[src/rtl/inst_fetch_if.sv]
// Fetch-stage bundle: next-PC input, instruction-memory request/response, decode output.
interface inst_fetch_if #(
    parameter int unsigned ADDR_W = 32,
    parameter int unsigned DATA_W = 32
);
    logic [ADDR_W-1:0] dnpc_i;
    logic              dnpc_valid_i;
    logic              imem_req_valid_o;
    logic              imem_req_ready_i;
    logic [ADDR_W-1:0] imem_addr_o;
    logic              imem_rsp_valid_i;
    logic [DATA_W-1:0] imem_rsp_data_i;
    logic              imem_rsp_err_i;
    logic              inst_valid_o;
    logic              inst_ready_i;
    logic [ADDR_W-1:0] pc_o;
    logic [DATA_W-1:0] inst_o;
    logic              fetch_fault_o;

    // Fetch unit side
    modport master (
        input  dnpc_i, dnpc_valid_i, imem_req_ready_i, imem_rsp_valid_i,
               imem_rsp_data_i, imem_rsp_err_i, inst_ready_i,
        output imem_req_valid_o, imem_addr_o, inst_valid_o, pc_o, inst_o,
               fetch_fault_o
    );

    // Memory / decode / resolver side
    modport slave (
        output dnpc_i, dnpc_valid_i, imem_req_ready_i, imem_rsp_valid_i,
               imem_rsp_data_i, imem_rsp_err_i, inst_ready_i,
        input  imem_req_valid_o, imem_addr_o, inst_valid_o, pc_o, inst_o,
               fetch_fault_o
    );
endinterface

[src/rtl/inst_fetch.sv]
// Fetch stage of the multicycle core: one imem read per instruction, waits for
// the resolved next PC before fetching again, sticky fault on misalignment or bus error.
module inst_fetch #(
    parameter int unsigned       ADDR_W   = 32,
    parameter int unsigned       DATA_W   = 32,
    parameter logic [ADDR_W-1:0] RESET_PC = 32'h8000_0000
) (
    input logic          clk,
    input logic          rst,
    inst_fetch_if.master bus
);

    typedef enum logic [2:0] {
        S_IDLE,
        S_REQ,
        S_WAIT,
        S_OUT,
        S_NEXT,
        S_FAULT
    } state_t;

    state_t            state;
    state_t            state_nxt;
    logic [ADDR_W-1:0] pc;
    logic [DATA_W-1:0] inst;
    logic              req_valid;
    logic              inst_valid;
    logic              fault;

    logic              rsp_ok_c;
    logic              rsp_bad_c;
    logic              dnpc_take_c;
    logic              dnpc_bad_c;

    // State register
    always_ff @(posedge clk or posedge rst) begin
        if (rst) begin
            state <= S_IDLE;
        end else begin
            state <= state_nxt;
        end
    end

    // Next-state and event decode; responses and dnpc only matter in their own states
    always_comb begin
        state_nxt   = state;
        rsp_ok_c    = 1'b0;
        rsp_bad_c   = 1'b0;
        dnpc_take_c = 1'b0;
        dnpc_bad_c  = 1'b0;
        case (state)
            S_IDLE: state_nxt = S_REQ;
            S_REQ: begin
                if (bus.imem_req_ready_i) begin
                    state_nxt = S_WAIT;
                end
            end
            S_WAIT: begin
                if (bus.imem_rsp_valid_i) begin
                    if (bus.imem_rsp_err_i) begin
                        rsp_bad_c = 1'b1;
                        state_nxt = S_FAULT;
                    end else begin
                        rsp_ok_c  = 1'b1;
                        state_nxt = S_OUT;
                    end
                end
            end
            S_OUT: begin
                if (bus.inst_ready_i) begin
                    state_nxt = S_NEXT;
                end
            end
            S_NEXT: begin
                if (bus.dnpc_valid_i) begin
                    dnpc_take_c = 1'b1;
                    if (bus.dnpc_i[1:0] != 2'b00) begin
                        dnpc_bad_c = 1'b1;
                        state_nxt  = S_FAULT;
                    end else begin
                        state_nxt  = S_REQ;
                    end
                end
            end
            S_FAULT: state_nxt = S_FAULT;
            default: state_nxt = S_IDLE;
        endcase
    end

    // Registered outputs, PC and instruction; valids follow the state being entered
    always_ff @(posedge clk or posedge rst) begin
        if (rst) begin
            req_valid  <= 1'b0;
            inst_valid <= 1'b0;
            fault      <= 1'b0;
            pc         <= RESET_PC;
            inst       <= '0;
        end else begin
            req_valid  <= (state_nxt == S_REQ);
            inst_valid <= (state_nxt == S_OUT);
            if (rsp_bad_c || dnpc_bad_c) begin
                fault <= 1'b1;
            end
            if (dnpc_take_c) begin
                pc <= bus.dnpc_i;
            end
            if (rsp_ok_c) begin
                inst <= bus.imem_rsp_data_i;
            end
        end
    end

    assign bus.imem_req_valid_o = req_valid;
    assign bus.imem_addr_o      = pc;
    assign bus.inst_valid_o     = inst_valid;
    assign bus.pc_o             = pc;
    assign bus.inst_o           = inst;
    assign bus.fetch_fault_o    = fault;

endmodule
[src/flat_wrapper.sv]
// flat-port wrapper written by rule: the top's interface ports become plain ports
module inst_fetch_flat 
#(
    parameter int unsigned       ADDR_W   = 32,
    parameter int unsigned       DATA_W   = 32,
    parameter logic [ADDR_W-1:0] RESET_PC = 32'h8000_0000
)
  (clk, rst, bus_dnpc_i, bus_dnpc_valid_i, bus_imem_req_ready_i, bus_imem_rsp_valid_i, bus_imem_rsp_data_i, bus_imem_rsp_err_i, bus_inst_ready_i, bus_imem_req_valid_o, bus_imem_addr_o, bus_inst_valid_o, bus_pc_o, bus_inst_o, bus_fetch_fault_o);
  inst_fetch_if #(.ADDR_W(ADDR_W), .DATA_W(DATA_W)) bus_i ();
  input logic clk;
  input logic rst;
  input wire logic [$bits(bus_i.dnpc_i)-1:0] bus_dnpc_i;
  input wire logic [$bits(bus_i.dnpc_valid_i)-1:0] bus_dnpc_valid_i;
  input wire logic [$bits(bus_i.imem_req_ready_i)-1:0] bus_imem_req_ready_i;
  input wire logic [$bits(bus_i.imem_rsp_valid_i)-1:0] bus_imem_rsp_valid_i;
  input wire logic [$bits(bus_i.imem_rsp_data_i)-1:0] bus_imem_rsp_data_i;
  input wire logic [$bits(bus_i.imem_rsp_err_i)-1:0] bus_imem_rsp_err_i;
  input wire logic [$bits(bus_i.inst_ready_i)-1:0] bus_inst_ready_i;
  output wire logic [$bits(bus_i.imem_req_valid_o)-1:0] bus_imem_req_valid_o;
  output wire logic [$bits(bus_i.imem_addr_o)-1:0] bus_imem_addr_o;
  output wire logic [$bits(bus_i.inst_valid_o)-1:0] bus_inst_valid_o;
  output wire logic [$bits(bus_i.pc_o)-1:0] bus_pc_o;
  output wire logic [$bits(bus_i.inst_o)-1:0] bus_inst_o;
  output wire logic [$bits(bus_i.fetch_fault_o)-1:0] bus_fetch_fault_o;
  assign bus_i.dnpc_i = bus_dnpc_i;
  assign bus_i.dnpc_valid_i = bus_dnpc_valid_i;
  assign bus_i.imem_req_ready_i = bus_imem_req_ready_i;
  assign bus_i.imem_rsp_valid_i = bus_imem_rsp_valid_i;
  assign bus_i.imem_rsp_data_i = bus_imem_rsp_data_i;
  assign bus_i.imem_rsp_err_i = bus_imem_rsp_err_i;
  assign bus_i.inst_ready_i = bus_inst_ready_i;
  assign bus_imem_req_valid_o = bus_i.imem_req_valid_o;
  assign bus_imem_addr_o = bus_i.imem_addr_o;
  assign bus_inst_valid_o = bus_i.inst_valid_o;
  assign bus_pc_o = bus_i.pc_o;
  assign bus_inst_o = bus_i.inst_o;
  assign bus_fetch_fault_o = bus_i.fetch_fault_o;
  inst_fetch #(.ADDR_W(ADDR_W), .DATA_W(DATA_W), .RESET_PC(RESET_PC)) u_core (.clk(clk), .rst(rst), .bus(bus_i));
endmodule
[config.mk]
export PLATFORM = sky130hd
export DESIGN_NAME = inst_fetch_flat
export DESIGN_NICKNAME = d
export VERILOG_FILES = /design/src/rtl/inst_fetch_if.sv /design/src/rtl/inst_fetch.sv /design/src/flat_wrapper.sv
export SDC_FILE = /design/constraint.sdc
export NUM_CORES = 1
export LEC_CHECK = 0
export BUFFER_PORTS_ARGS = -buffer_cell sky130_fd_sc_hd__buf_2
export CAP_MARGIN = 20
export CORE_UTILIZATION = 42
export DETAILED_ROUTE_END_ITERATION = 8
export PLACE_DENSITY = 0.74
export SETUP_SLACK_MARGIN = 0.3
export SLEW_MARGIN = 40
export SYNTH_ARGS = -nofsm -noshare
export SYNTH_HDL_FRONTEND = slang
export SYNTH_SLANG_ARGS = --single-unit
export TNS_END_PERCENT = 20
[constraint.sdc]
create_clock -name clk -period 2.5 [get_ports clk]
set_clock_uncertainty 0.1 [all_clocks]
set_input_delay 0.5 -clock clk [delete_from_list [all_inputs] [get_ports clk]]
set_output_delay 0.5 -clock clk [all_outputs]
set_load 0.01 [all_outputs]
Word level (Yosys, flattened, before mapping)
Index checks and enable logic that the tools add are counted.
{ "word_totals": {"ff_bits": 70, "latch_bits": 0, "mem_bits_rw": 0, "rom_bits": 0, "in_bits": 71, "output_inout_bits": 99, "wordCells": 34, "n_memories": 0} }
{ "op_classes": {"addsub": 0, "n_mul": 0, "div_mod_pow": 0, "magnitude_cmp": 0, "eq_ne": 7, "n_shift": 0, "n_mux": 18, "bitwise": 0, "n_reduce_logical": 3} }
{ "op_table": {"columns": ["op", "n"], "rows": [
  ["$mux 3", 6],
  ["$pmux 3 s6", 1],
  ["$mux 1", 11],
  ["$eq 3x2->1 const B", 3],
  ["$eq 3x1->1 const B", 2],
  ["$eq 3x3->1 const B", 2],
  ["$logic_not 3->1", 1],
  ["$reduce_bool 2->1", 1],
  ["$logic_or 1x1->1", 1]
]} }

Depth between registers and ports, before layout
Gate-level depths: netlist (run 1).
{ "depth": {"ltp_word": 5, "ltp_mapped": 5, "ltp_nobuf": 4} }

Worst setup path before layout (run 1)
Ideal clock, no wire load.
{ "synth_timing": {"path_kind": "register -> register", "start": "reg u_core.state[0]", "end": "reg u_core.inst[20], in the netlist u_core.bus.inst_o[20]", "setup_ns": 0.125, "t_arrival_ns": 1.335, "required_ns": 2.275, "path_slack_ns": 0.940, "path_stages_with_launch": 5, "path_buffers": 1, "period_less_slack_ns": 1.560, "cell_sequence": "dfrtp_1 -> nand2b_1 -> nor3_4 -> buf_6 -> mux2_2"} }
{ "synth_between": {"elab_chain_len": 2} }
{ "synth_rtl": {"columns": ["element", "line_no", "text"], "rows": [
  ["start, declared", "inst_fetch.sv:22", "state_t state;"],
  ["start signal, assigned", "inst_fetch.sv:40", "state <= state_nxt;"],
  ["$eq 3x2->1", "inst_fetch.sv:51", "case (state)"],
  ["$mux 1", "inst_fetch.sv:51", null],
  ["end signal, assigned", "inst_fetch.sv:108", "inst <= bus.imem_rsp_data_i;"],
  ["end, declared", "inst_fetch.sv:25", "logic [DATA_W-1:0] inst;"]
]} }
Every way passes these cells.
A chain may end at the register's enable or synchronous reset.

Worst setup path after layout (run 1)
{ "layout_timing": {"start": "reg u_core.state[0]", "end": "reg u_core.pc[3], in the netlist u_core.bus.imem_addr_o[3]"} }
{ "layout_between": {"elab_chain_len": 2} }
{ "layout_rtl": {"columns": ["element", "line_no", "text"], "rows": [
  ["$eq 3x3->1", "inst_fetch.sv:51", null],
  ["$mux 1", "inst_fetch.sv:51", null],
  ["end signal, assigned", "inst_fetch.sv:105", "pc <= bus.dnpc_i;"],
  ["end, declared", "inst_fetch.sv:24", "logic [ADDR_W-1:0] pc;"]
]} }
Every way passes these cells.

==> reports/metrics.cfg, run 1 <==
[status]
outcome=completed

[setup_path]
cp_data_required_time_ns=2.61
worstSetupStartpointType=register
cpPeakStageDelay_ns=0.43
r2r_slack_ns=0.69
reg2regPathDepth=4
arrival_ns=1.92
timing.rr.start=u_core.state[0]$_DFF_PP0_
crit_chain=nand2b_1 -> nor2_4 -> buf_12 -> mux2_1
critPathKind=register to register
reg2reg_to=u_core.bus.imem_addr_o[3]$_DFFE_PP0P_
slowest_stage=dfrtp_1
cp_max_fo=21
crit_path_end_kind=register

[worst_hold_path]
holdPathStages=2
hold_path_class=primary input to register
worstHoldStart=bus_imem_rsp_data_i[13]
holdPathEnd=u_core.bus.inst_o[13]$_DFFE_PP0P_

[die]
core_um2=6794
start_util_pct=43.31
dieArea_um2=7345
rows=30
io_pins=170
die_h_um=85.71
die_w_um=85.71

[placed_design]
placed_area_um2=3676
dp.cells=430
dpl.hpwl_um=4299
dp_worst_setup_slack_ns=0.6163
portBuffers=169
globalplace.congestion=0.7241

[yosys]
synth.area.mux_share_pct=24.87
synth_compound_area_share_pct=1.020
yosys.area_share.adder_pct=0
synth_top_flop_cell=dfrtp_1
synth-edff-count=0
synth_area_um2=2943
ys_types=23
synth_top_family_by_area=multiplexers
synthSimpleGateAreaFrac_pct=4.209
synth_xor_area_share_pct=0
netlist_top_cells_area=dfrtp_1, mux2_1, buf_4
syn_inst=199
ys_ff_latch=70
yosysMostFrequentCell=dfrtp_1
post-synth-top-area-fraction_pct=58.67
yosys_warnings=0
synthArstFlopShare_pct=100.0
synth_top_area_cell=dfrtp_1
syn_nets=270
synth_top_cells_by_count=dfrtp_1, mux2_1, buf_4
synth_seq_area_share_pct=59.57
syn_avg_cell_area_um2=14.79

[power_and_ir_drop]
power.leakage_nw=2.038
power_density_nw_per_um2=1189
power.total_mw=4.606
vdd_drop_max_uv=496.3

[sta]
finalHoldViolCount=0
setup_violations=0
finalCriticalPeriod_ns=1.808
worst_pin_slew_ns=0.4375
finalCritPeriodShare_pct=72.33
fmax_mhz=553.1
drv_slew=0
final.setup.worst_slack_ns=0.6919
rsz0062_at_grt=no
setup_tns_ns=0
slew_headroom_pct=70.66
worst_hold_slack_ns=0.2769

[cts]
cts_root_buf=clkbuf_8
cts_tree=done
cts_made_buffers=9
path_clk_slew_ns=0.07
clk_latency_ns=0.32
htreeDepth=3
clock-sinks=70
post_cts_buffers=0
cts_buffer_depth=2

[finish]
area_growth_pct=31.63
drive_gt1_share_pct=59.09
antenna_cells=0
fillerInstances=587
fin_area_um2=3874
final_cells=448
fin_nets=418
utilization_pct=57.02

[global_route]
globalRouteOverflowTotal=0
grt_usage_pct=16.41
grt_pass1_wl_um=9094
grt_max_degree=40
grt_pass1_vias=1957
antenna_found_initial=1

[routing]
first_pass_iters=4
viasPerCell=4.498
routed_wirelength_um=5630
drc=0
ant_nets=0
dr_total_vias=2015
wl_per_cell_um=12.57
drtIter0Drc=31

[job]
maxCapViolCount=0

worst max path at each step:
stage          slack (ns)                      start  depth (start not counted)                                endpoint
2_1_floorplan        0.94  u_core.state[0]$_DFF_PP0_                          4       u_core.bus.inst_o[20]$_DFFE_PP0P_
3_5_place_dp         0.62           bus_dnpc_valid_i                          5  u_core.bus.imem_addr_o[24]$_DFFE_PP0P_
3_3_place_gp         0.61           bus_dnpc_valid_i                          5   u_core.bus.imem_addr_o[4]$_DFFE_PP0P_
4_1_cts              0.66  u_core.state[0]$_DFF_PP0_                          4   u_core.bus.imem_addr_o[3]$_DFFE_PP0P_
6_report             0.69  u_core.state[0]$_DFF_PP0_                          4   u_core.bus.imem_addr_o[3]$_DFFE_PP0P_
5_1_grt              0.58  u_core.state[0]$_DFF_PP0_                          4  u_core.bus.imem_addr_o[26]$_DFFE_PP0P_
repair_timing:
action	CTS	global route
hold buffers	0	1
endpoints found under the hold margin	0	5
gates resized for setup	0	0
where the power goes:
| group | total [mW] | leakage (nW) | internal (mW) | switching (mW) |
|---|---|---|---|---|
| Clock | 0.779 | 0.0861 | 0.383 | 0.396 |
| Sequential | 1.97 | 0.860 | 1.68 | 0.295 |
| Combinational | 1.86 | 1.09 | 0.932 | 0.925 |
cell families (layout without fill, tap and decap cells):
| group | after synthesis | after routing |
|---|---|---|
| AOI/OAI and AO/OA | 5 | 5 |
| buffers and inverters | 40 | 193 |
| DFF | 70 | 70 |
| muxes | 65 | 65 |
| and+or+nand+nor | 19 | 19 |
routing by layer:
metal | wire length, um | part of all wire [%] | global-route usage [%]
met1 | 2303 | 41 | 19.10
met2 | 2748 | 49 | 26.62
met3 | 460 | 8.2 | 5.775
met4 | 107 | 1.9 | 8.939
met5 | 11 | 0.20 | 0
state kept, by name, indices dropped and copies added, names as in the netlist:
register                     cells
u_core.bus.inst_valid_o          1
u_core.bus.inst_o               32
u_core.bus.imem_req_valid_o      1
u_core.bus.imem_addr_o          32
u_core.bus.fetch_fault_o         1
u_core.state                     3
worst max-delay path: cells and delay by family, from the launching register on:
kind | cells | cell delay, ns
mux | 1 | 0.33
simple gates | 2 | 0.60
buf+inv | 1 | 0.22
flops | 1 | 0.43
area by class of cell:
type,instances,area (um2),area share (%)
Sequential cell,70,1753,45.25
Tap cell,96,120.1,3.101
Inverter,2,11.26,0.2907
Multi-Input combinational cell,89,890.9,23.00
Clock inverter,4,22.52,0.5814
Timing Repair Buffer,175,930.9,24.03
Clock buffer,12,145.1,3.747
cells in the final DEF, fill, tap and decap left out, types with 2 or more instances in the layout:
cell type,Yosys,routed
buf_2,0,169
clkinv_2,0,3
clkbuf_1,0,2
clkbuf_8,0,10
mux2_2,14,14
nor3_1,2,2
clkinvlp_4,0,2
buf_12,0,3
mux2_1,51,51
buf_4,35,2
dfrtp_1,69,69
o21ai_0,2,2
nand3b_1,2,2
nand2_1,4,4
nand2b_1,3,3
Note: power is estimated with default switching activity, not from simulation.
==> run 2, diff against run 1 <==
--- a/config.mk
+++ b/config.mk
@@ -5,11 +5,12 @@
 export SDC_FILE = /design/constraint.sdc
 export NUM_CORES = 1
 export LEC_CHECK = 0
+export ABC_AREA = 1
 export BUFFER_PORTS_ARGS = -buffer_cell sky130_fd_sc_hd__buf_2
 export CAP_MARGIN = 20
-export CORE_UTILIZATION = 42
+export CORE_UTILIZATION = 40
 export DETAILED_ROUTE_END_ITERATION = 8
-export PLACE_DENSITY = 0.74
+export PLACE_DENSITY = 0.73
 export SETUP_SLACK_MARGIN = 0.3
 export SLEW_MARGIN = 40
 export SYNTH_ARGS = -nofsm -noshare
==> constraint.sdc (replaced) <==
create_clock -name clk -period 1.52 [get_ports clk]
set_clock_uncertainty 0.1 [all_clocks]
set_input_delay 0.304 -clock clk [delete_from_list [all_inputs] [get_ports clk]]
set_output_delay 0.304 -clock clk [all_outputs]
set_load 0.01 [all_outputs]
==> run 2 against run 1 <==
Non-clock buffer count is 24 higher. Routed wire length is 57% higher. Die area is 12% higher. Hold slack worse by 0.21 ns. Total power is 110% higher. First-iteration DRC count grew to 3.8 times the previous value. Fmax is 28% higher. Clock power is 110% higher. Critical endpoint is now u_core.bus.inst_o[31]$_DFFE_PP0P_. Cell count is 40% higher. Global-route usage is 4.1 points higher. Via count is 46% higher. Utilization is 7.7 points higher.
==> reports/metrics.cfg, run 2 <==
[power_and_ir_drop]
power.leakage_nw=2.704
vdd_drop_max_uv=997.2
power_density_nw_per_um2=1986

[cts]
cts_root_buf=clkbuf_8
cts_made_buffers=9
htreeDepth=3
cts_tree=done
clk_latency_ns=0.32
clock-sinks=70
cts_buffer_depth=2
path_clk_slew_ns=0.07

[routing]
wl_per_cell_um=14.07
routed_wirelength_um=8834
ant_nets=0
viasPerCell=4.677
drtIter0Drc=118
dr_total_vias=2937
drc=0
first_pass_iters=4

[global_route]
globalRouteOverflowTotal=0
use_met2_pct=36.11
grt_pass1_wl_um=13350
grt_max_degree=38
grt_pass1_vias=2756
top_usage_layer=met2
grt_usage_pct=20.56
gr-usage-met1_pct=25.19
antenna_found_initial=0
grt_use_met3_pct=4.966

[sta]
finalCritPeriodShare_pct=93.03
setup_violations=0
finalCriticalPeriod_ns=1.414
slew_headroom_pct=72.30
rsz0062_at_grt=yes
finalHoldViolCount=0
fmax_mhz=707.2
setup_tns_ns=0
worst_pin_slew_ns=0.4147
drv_slew=0

[yosys]
synth_seq_area_share_pct=55.77
post-synth-top-area-fraction_pct=54.94
synth_top_area_cell=dfrtp_1
ys_ff_latch=70
netlist_top_cells_area=dfrtp_1, nand2_1, buf_4
syn_avg_cell_area_um2=8.829
synth_top_flop_cell=dfrtp_1
syn_nets=427
yosysMostFrequentCell=nand2_1
yosys_warnings=0
synth-edff-count=0
synth_area_um2=3143
syn_inst=356
synthArstFlopShare_pct=100.0
synth_top_cells_by_count=nand2_1, dfrtp_1, buf_4, nand3_1, nand2_2
ys_types=20

[die]
start_util_pct=42.43
die_w_um=90.64
die_h_um=90.64
rows=31
io_pins=170
dieArea_um2=8216
core_um2=7408

[placed_design]
portBuffers=169
dp.cells=585
dpl.hpwl_um=5207
globalplace.congestion=0.7541

[job]
maxCapViolCount=0

[setup_path]
r2r_slack_ns=0.11
critPathKind=register to register
cp_data_required_time_ns=1.64
slowest_stage=dfrtp_1
cp_max_fo=10
cpPeakStageDelay_ns=0.38
worstSetupStartpointType=register
crit_path_end_kind=register
crit_chain=inv_2 -> buf_6 -> nand3_4 -> clkinv_8 -> buf_12 -> buf_16 -> nand3_1 -> nand2_1
arrival_ns=1.53

[status]
outcome=completed

[worst_hold_path]
hold_path_class=primary input to register

[finish]
antenna_cells=0
utilization_pct=64.72
layout_common_cells=buf_2, nand2_1, dfrtp_1
drive_gt1_share_pct=57.28
layout_commonest_cell=buf_2
area_growth_pct=52.55
fin_nets=596
final_cells=628

[run 2: cell types whose count changed after synthesis, moves of 7 or more]
cell and delta:
nand2_1 +156, nand3_1 +37, nand2_2 +11, mux2_2 -14, inv_1 +7, mux2_1 -51
[run 2: through the flow]
step / hold slack (ns) / area (um2) / setup slack (ns) / power, mW
2_1_floorplan: 0.2884 / 3147 / 0.2535 / 5.838
3_3_place_gp: 0.2190 / 3832 / 0.1452 / 6.825
3_5_place_dp: 0.2303 / 3832 / 0.08636 / 6.922
4_1_cts: 0.05171 / 4529 / 0.1040 / 9.088
5_1_grt: 0.05732 / 4795 / 0.05464 / 10.17
6_report: 0.06870 / 4795 / 0.1060 / 9.521
[run 2: area by class of cell]
| class | count | area, um2 |
|---|---|---|
| repair buffers | 199 | 1290 |
| repair inverters | 3 | 45.04 |
| clock inverters | 4 | 70.07 |
| clock buffers | 11 | 151.4 |
| well taps | 99 | 123.9 |
| fillers | 597 | 2614 |
| multi-input cells | 228 | 1272 |
| inverters | 14 | 88.84 |
| flip-flops and latches | 70 | 1753 |
[run 2: cells by family after synthesis]
kind of cell	synth area share, %
simple gates	30.33
flops	55.77
buf+inv	13.57
compound gates	0.3182
[run 2: path summary, 6_finish.rpt]
| check | cells past startpoint | end | startpoint |
|---|---|---|---|
| max in group asynchronous | 4 | u_core.bus.imem_addr_o[1]$_DFFE_PP0P_ | rst |
| setup / recovery | 8 | u_core.bus.inst_o[31]$_DFFE_PP0P_ | u_core.state[0]$_DFF_PP0_ |
| min in group asynchronous | 3 | u_core.bus.imem_addr_o[10]$_DFFE_PP0P_ | rst |
| setup reg to reg | 8 | u_core.bus.inst_o[31]$_DFFE_PP0P_ | u_core.state[0]$_DFF_PP0_ |
| hold reg to reg | 2 | u_core.bus.inst_o[12]$_DFFE_PP0P_ | u_core.bus.inst_o[12]$_DFFE_PP0P_ |
| hold / removal | 3 | u_core.bus.imem_addr_o[29]$_DFFE_PP0P_ | bus_dnpc_i[29] |
[run 2: routing by layer]
| layer | part of all wire (%) | vias to the layer above |
|---|---|---|
| li1 | - | 1410 |
| met1 | 41 | 1405 |
| met2 | 53 | 118 |
| met3 | 5.7 | 4 |
| met4 | 0.50 | 0 |
| met5 | 0 | - |
[run 2: where the power goes]
part | internal [mW] | switching (mW)
combinational | 1.99 | 2.37
clock | 1.00 | 0.659
sequential | 2.81 | 0.695
total | 5.80 | 3.73
[run 2: worst max-delay path: cells and delay by family, from the launching register on]
| family | cells | cell delay (ns) |
|---|---|---|
| buffers and inverters | 5 | 0.57 |
| DFF | 1 | 0.38 |
| and+or+nand+nor | 3 | 0.24 |
[run 2: what timing repair did]
action | 4_1_cts | 5_1_grt
gates resized for setup | 50 | 56
hold endpoints to repair | 14 | 0
hold buffers | 1 | 0
pin swaps | 15 | 20
setup endpoints to repair | 167 | 169
gates cloned | 8 | 2
setup buffers | 15 | 2
